[config.mk]
export PLATFORM = sky130hd
export DESIGN_NAME = moore_rle
export DESIGN_NICKNAME = d
export VERILOG_FILES = /design/src/rtl/rle_pkg.sv /design/src/rtl/rle_fifo.sv /design/src/rtl/moore_rle.sv
export SDC_FILE = /design/constraint.sdc
export NUM_CORES = 1
export LEC_CHECK = 0
export CAP_MARGIN = 40
export CORE_MARGIN = 2
export CORE_UTILIZATION = 50
export CTS_CLUSTER_SIZE = 10
export DETAILED_ROUTE_END_ITERATION = 8
export GPL_ROUTABILITY_DRIVEN = 1
export GPL_TIMING_DRIVEN = 0
export HOLD_SLACK_MARGIN = 0.05
export PLACE_DENSITY = 0.69
export SLEW_MARGIN = 20
export SYNTH_ARGS = -nofsm -noshare
export SYNTH_HDL_FRONTEND = slang
export SYNTH_SLANG_ARGS = --single-unit
export TNS_END_PERCENT = 5
[constraint.sdc]
create_clock -name clk -period 2.6 [get_ports clk]
set_input_delay 0.52 -clock clk [delete_from_list [all_inputs] [get_ports clk]]
set_output_delay 0.52 -clock clk [all_outputs]
set_load 0.005 [all_outputs]
[src/rtl/rle_pkg.sv]
// Shared types and default parameters for the run-length encoder slice.
package rle_pkg;

    localparam int DATA_W_DEF = 3;
    localparam int CNT_W_DEF  = 8;
    localparam int DEPTH_DEF  = 4;

    // Run tracker: IDLE has no open run; RUN holds cur_sym/cur_len.
    typedef enum logic {
        IDLE = 1'b0,
        RUN  = 1'b1
    } state_t;

    // One encoded record at the default widths: symbol plus run length.
    typedef struct packed {
        logic [DATA_W_DEF-1:0] sym;
        logic [CNT_W_DEF-1:0]  len;
    } rec_t;

endpackage

[src/rtl/rle_fifo.sv]
// First-word fall-through record FIFO. The head entry is presented straight
// from the storage array, so rdata never depends combinationally on wdata.
// A push while full is accepted only when a pop frees a slot in the same
// cycle; otherwise the caller sees full and decides what to do.
module rle_fifo #(
    parameter int W     = 11,
    parameter int DEPTH = 4
) (
    input  logic         clk,
    input  logic         reset,
    input  logic         push,
    input  logic [W-1:0] wdata,
    input  logic         pop,
    output logic [W-1:0] rdata,
    output logic         full,
    output logic         empty
);

    localparam int AW = $clog2(DEPTH);

    logic [W-1:0]  mem [DEPTH];
    logic [AW-1:0] wr_ptr;
    logic [AW-1:0] rd_ptr;
    logic [AW:0]   count;
    logic          do_push;
    logic          do_pop;

    assign empty   = (count == '0);
    assign full    = (count == (AW+1)'(DEPTH));
    assign do_pop  = pop & ~empty;
    assign do_push = push & (~full | do_pop);
    assign rdata   = mem[rd_ptr];

    // Storage array; cleared on reset so the head reads zero when empty.
    always_ff @(posedge clk or negedge reset) begin
        if (!reset) begin
            for (int i = 0; i < DEPTH; i++) begin
                mem[i] <= '0;
            end
        end else if (do_push) begin
            mem[wr_ptr] <= wdata;
        end
    end

    // Pointers wrap naturally; the extra count bit tells full from empty.
    always_ff @(posedge clk or negedge reset) begin
        if (!reset) begin
            wr_ptr <= '0;
            rd_ptr <= '0;
            count  <= '0;
        end else begin
            if (do_push) wr_ptr <= wr_ptr + 1'b1;
            if (do_pop)  rd_ptr <= rd_ptr + 1'b1;
            case ({do_push, do_pop})
                2'b10:   count <= count + 1'b1;
                2'b01:   count <= count - 1'b1;
                default: count <= count;
            endcase
        end
    end

endmodule

[src/rtl/moore_rle.sv]
// Run-length encoder for the Moore FSM symbol stream. Consecutive identical
// symbols collapse into (symbol, length) records; a closed run is staged in
// one register and written into the record FIFO on the following edge, so
// nothing on out_* depends combinationally on in_*.
//
// Output handshake: out_valid means the FIFO head (out_sym, out_len) is a
// real record; the record is consumed on a rising edge where out_valid and
// out_ready are both high. out_valid never waits on out_ready, and the head
// stays stable until it is consumed. out_ready while out_valid is low is
// ignored.
module moore_rle
    import rle_pkg::*;
#(
    parameter int DATA_W = DATA_W_DEF,
    parameter int CNT_W  = CNT_W_DEF,
    parameter int DEPTH  = DEPTH_DEF
) (
    input  logic              clk,
    input  logic              reset,
    input  logic              in_valid,
    input  logic [DATA_W-1:0] in_data,
    input  logic              flush,
    output logic              out_valid,
    output logic [DATA_W-1:0] out_sym,
    output logic [CNT_W-1:0]  out_len,
    input  logic              out_ready,
    output logic              overflow,
    output logic              state_dbg
);

    localparam logic [CNT_W-1:0] MAX_LEN = '1;
    localparam logic [CNT_W-1:0] ONE     = CNT_W'(1);

    state_t            state, state_nx;
    logic [DATA_W-1:0] cur_sym, cur_sym_nx;
    logic [CNT_W-1:0]  cur_len, cur_len_nx;
    logic              emit_nx;
    logic [DATA_W-1:0] emit_sym_nx;
    logic [CNT_W-1:0]  emit_len_nx;

    logic              emit_v;
    logic [DATA_W-1:0] emit_sym;
    logic [CNT_W-1:0]  emit_len;

    logic              fifo_full;
    logic              fifo_empty;
    logic              fifo_pop;
    logic [DATA_W+CNT_W-1:0] fifo_rdata;

    assign state_dbg = state;

    // Tracker state and the staged record register.
    always_ff @(posedge clk or negedge reset) begin
        if (!reset) begin
            state    <= IDLE;
            cur_sym  <= '0;
            cur_len  <= '0;
            emit_v   <= 1'b0;
            emit_sym <= '0;
            emit_len <= '0;
        end else begin
            state    <= state_nx;
            cur_sym  <= cur_sym_nx;
            cur_len  <= cur_len_nx;
            emit_v   <= emit_nx;
            emit_sym <= emit_sym_nx;
            emit_len <= emit_len_nx;
        end
    end

    // Next run state and the record (if any) closed on this edge.
    always_comb begin
        state_nx    = state;
        cur_sym_nx  = cur_sym;
        cur_len_nx  = cur_len;
        emit_nx     = 1'b0;
        emit_sym_nx = cur_sym;
        emit_len_nx = cur_len;
        case (state)
            IDLE: begin
                // A flush with no open run has nothing to close.
                if (in_valid) begin
                    state_nx   = RUN;
                    cur_sym_nx = in_data;
                    cur_len_nx = ONE;
                end
            end
            RUN: begin
                if (flush) begin
                    // Flush closes the run even if in_data matches it.
                    emit_nx = 1'b1;
                    if (in_valid) begin
                        cur_sym_nx = in_data;
                        cur_len_nx = ONE;
                    end else begin
                        state_nx   = IDLE;
                        cur_len_nx = '0;
                    end
                end else if (in_valid) begin
                    if (in_data == cur_sym) begin
                        // Saturation is checked before increment: no wrap.
                        if (cur_len == MAX_LEN) begin
                            emit_nx    = 1'b1;
                            cur_len_nx = ONE;
                        end else begin
                            cur_len_nx = cur_len + ONE;
                        end
                    end else begin
                        emit_nx    = 1'b1;
                        cur_sym_nx = in_data;
                        cur_len_nx = ONE;
                    end
                end
            end
            default: begin
                state_nx = IDLE;
            end
        endcase
    end

    assign fifo_pop  = out_ready & ~fifo_empty;
    assign out_valid = ~fifo_empty;
    assign {out_sym, out_len} = fifo_rdata;

    rle_fifo #(
        .W     (DATA_W + CNT_W),
        .DEPTH (DEPTH)
    ) u_fifo (
        .clk   (clk),
        .reset (reset),
        .push  (emit_v),
        .wdata ({emit_sym, emit_len}),
        .pop   (out_ready),
        .rdata (fifo_rdata),
        .full  (fifo_full),
        .empty (fifo_empty)
    );

    // Sticky drop flag: a staged record met a full FIFO with no pop.
    always_ff @(posedge clk or negedge reset) begin
        if (!reset) begin
            overflow <= 1'b0;
        end else if (emit_v & fifo_full & ~fifo_pop) begin
            overflow <= 1'b1;
        end
    end

endmodule

==> results by group <==
Placement
  – Detail Placement HPWL: 3.82 mm
  – Gp weighted congestion: 0.709
  – # placed instances: 349
  – Number of port buffers: 21

Floorplan
  – Die Ht: 88.1 um
  – Die X: 88.1 um
  – FP Rows: 30
  – Top Ports: 22
  – Core Area: 6830 um^2
  – Full die area: 7760 um^2
  – Initial Utilization: 51.7%

Power
  – Pint: 2.51 mW
  – PD cells: 873 nW/um^2
  – Net switching power: 1.04 mW
  – Fraction of power consumed by sequential logic: 43.8%
  – Switch share: 29.2%
  – Gate power share: 34.1%
  – Pleak: 1.96 nW
  – Maximum VDD drop: 0.489 mV
  – Clock power frac: 22.1%

Yosys
  – Cell count after synthesis: 231
  – Syn nets: 246
  – Share of the synthesized area in the top cell type: 53.8%
  – Mapped Area: 3530 um^2
  – Post-synth top cells: dfrtp_1, mux2_4, nand2_1
  – Count of state elements after synthesis: 76
  – Ys flop type: dfrtp_1
  – Synth cell types: 36
  – Top post-synthesis cells by area: dfrtp_1, mux2_4, mux4_2
  – EDFF count, synth: 0
  – Top-count cell post-synth: dfrtp_1
  – Syn. warnings: 0
  – Yosys top cell by area: dfrtp_1
  – Syn_area_per_cell: 15.3 um^2
  – Seq/Total Area, Yosys: 53.8%
  – Async set-reset flop share out of synthesis: 100%

STA
  – # setup viols final: 0
  – Final Hold Viols: 0
  – Unrepaired setup endpoints after global routing: no
  – Slew Limit Fails: 0
  – Period utilization: 95.4%
  – Worst-Margin Slew: 0.431 ns
  – Fmax achieved: 403 MHz
  – Setup Skew: 0.00629 ns
  – Rel. slew slack: 71.2%
  – Final min period: 2.48 ns

Critical path
  – Kind of end point of the critical path: output pin
  – Startpoint Class: flop
  – Crit path DAT: 1.96 ns
  – Crit path required time: 2.08 ns
  – CP max FO: 10
  – Critical path type: reg -> out

Global route
  – Global-route track usage on met3: 5.56%
  – Grt met2 use: 26.8%
  – Total track usage: 17.4%
  – Initial antenna violation count: 0
  – Met1 Resource Use GR: 24.2%
  – Largest net degree at the start of global routing: 46
  – First-pass GRT wire length: 10.0 mm
  – Top Usage Layer GRT: met2
  – Grt ovf: 0
  – Vias in the first global route: 1955

Flow run
  – MaxCap Viol Count: 0

Final layout
  – Number of fill cells: 576
  – Final cell count without fillers: 365
  – Share of layout cells above drive strength 1: 34.9%
  – Layout area overhead: 15.1%
  – Final core utilization: 59.5%
  – Final-stage net count: 279
  – Ant. Diodes: 0

Route
  – Via-to-Cell Ratio: 5.06
  – Drt initial violations: 73
  – DRC: 0
  – Routed wire per std cell: 15.8 um
  – Final wirelength: 5.76 mm
  – Final ANT Viol Nets: 0
  – DRT Pass-1 Iters: 4
  – Total vias in the final route: 1848

Clocking
  – Clock sink count: 76
  – CTS resizes: 4
  – Num CTS Buffers: 9
  – H-tree levels: 3
  – # hold bufs at CTS: 0
  – CTS tree: built
  – Worst-case clock buffer depth: 2
  – Clk slew on worst S/H paths: 0.07 ns
  – Worst skew pair latency: 0.34 ns
  – Clock root buffer master: clkbuf_8
  – Post-CTS Setup Bufs: 0

Outcome
  – Status: finished clean

Hold path
  – Hold WC Path Type: in -> async
-- critical path, stage by stage (launching register included) --
cell and delay, ns:
dfrtp_2 0.43, buf_6 0.21, mux4_2 0.52, clkdlybuf4s50_1 0.46
-- registers in the layout, indices dropped and copies added, names as in the netlist --
name,flops
u_fifo.mem,44
cur_len,8
emit_len,8
cur_sym,3
emit_sym,3
u_fifo.count,3
u_fifo.rd_ptr,2
u_fifo.wr_ptr,2
emit_v,1
overflow,1
state_dbg,1
-- metal layers --
layer	up-vias	part of all wire [%]
met5	-	0
met4	0	1.3
met3	7	3.9
met2	26	47
met1	925	48
li1	890	-
-- layout by cell type, fill, tap and decap left out, types with 4 or more instances in the layout --
cell type        Yosys  final
dfrtp_1             76     75
buf_2                4      4
nor3_1               4      4
nand2_1             16     16
o21ai_0              5      5
clkdlybuf4s50_1      0     20
mux4_2              11     11
clkbuf_8             0     10
inv_1                7      7
ha_1                 6      6
nand2_4              4      4
mux2_2               7      7
xor2_1               6      6
mux2_4              40     40
buf_12               4      4
nand3_1              8      8
-- cells by family after synthesis --
logic type	synth area share, %
mux	26.2
simple gates	7.93
flops	53.8
fa+ha+maj	2.69
compound gates	3.08
buf+inv	4.00
xor+xnor	2.23
-- layout make-up --
type	instances	area, um^2	share of cell area, %
flip-flops and latches	76	1900	46.8
multi-input cells	138	1490	36.6
repair buffers	22	235	5.78
clock buffers	12	145	3.57
plain buffers	10	123	3.01
well taps	96	120	2.95
inverters	7	26.3	0.646
clock inverters	4	25.0	0.615
-- power by group through the flow --
stage | sequential [mW] | combinational, mW | clock (mW)
finish | 1.55 | 1.21 | 0.786
global route | 1.58 | 1.33 | 0.859
CTS | 1.56 | 1.24 | 0.812
detailed placement | 1.57 | 1.22 | 0
global placement | 1.57 | 1.19 | 0
floorplan | 1.53 | 0.896 | 0
-- metrics by stage --
step | power [mW] | hold WS, ns | worst slack, ns | TNS (ns) | area (um^2)
3_5_place_dp | 2.80 | 0.406 | -0.106 | -0.106 | 3890
6_report | 3.55 | 0.116 | 0.119 | 0 | 4070
3_3_place_gp | 2.77 | 0.401 | -1.64 | -124.68 | 3860
5_1_grt | 3.77 | 0.138 | 0.0213 | 0 | 4070
4_1_cts | 3.61 | 0.122 | 0.0709 | 0 | 4070
2_1_floorplan | 2.43 | 0.224 | 0.495 | 0 | 3530
-- final timing paths --
path | start | endpoint | slack [ns] | cells after the start
max in group asynchronous | reset | u_fifo.rd_ptr[0]$_DFFE_PN0P_ | 1.93 | 2
setup / recovery | u_fifo.rd_ptr[0]$_DFFE_PN0P_ | out_len[1] | 0.12 | 3
hold / removal | reset | u_fifo.count[0]$_DFFE_PN0P_ | 0.12 | 1
min in group clk | cur_sym[1]$_DFFE_PN0P_ | emit_sym[1]$_DFF_PN0_ | 0.42 | 0
hold reg to reg | cur_sym[1]$_DFFE_PN0P_ | emit_sym[1]$_DFF_PN0_ | 0.42 | 0
setup reg to reg | u_fifo.count[0]$_DFFE_PN0P_ | u_fifo.count[2]$_DFFE_PN0P_ | 0.42 | 10
Note: power is estimated with default switching activity, not from simulation.
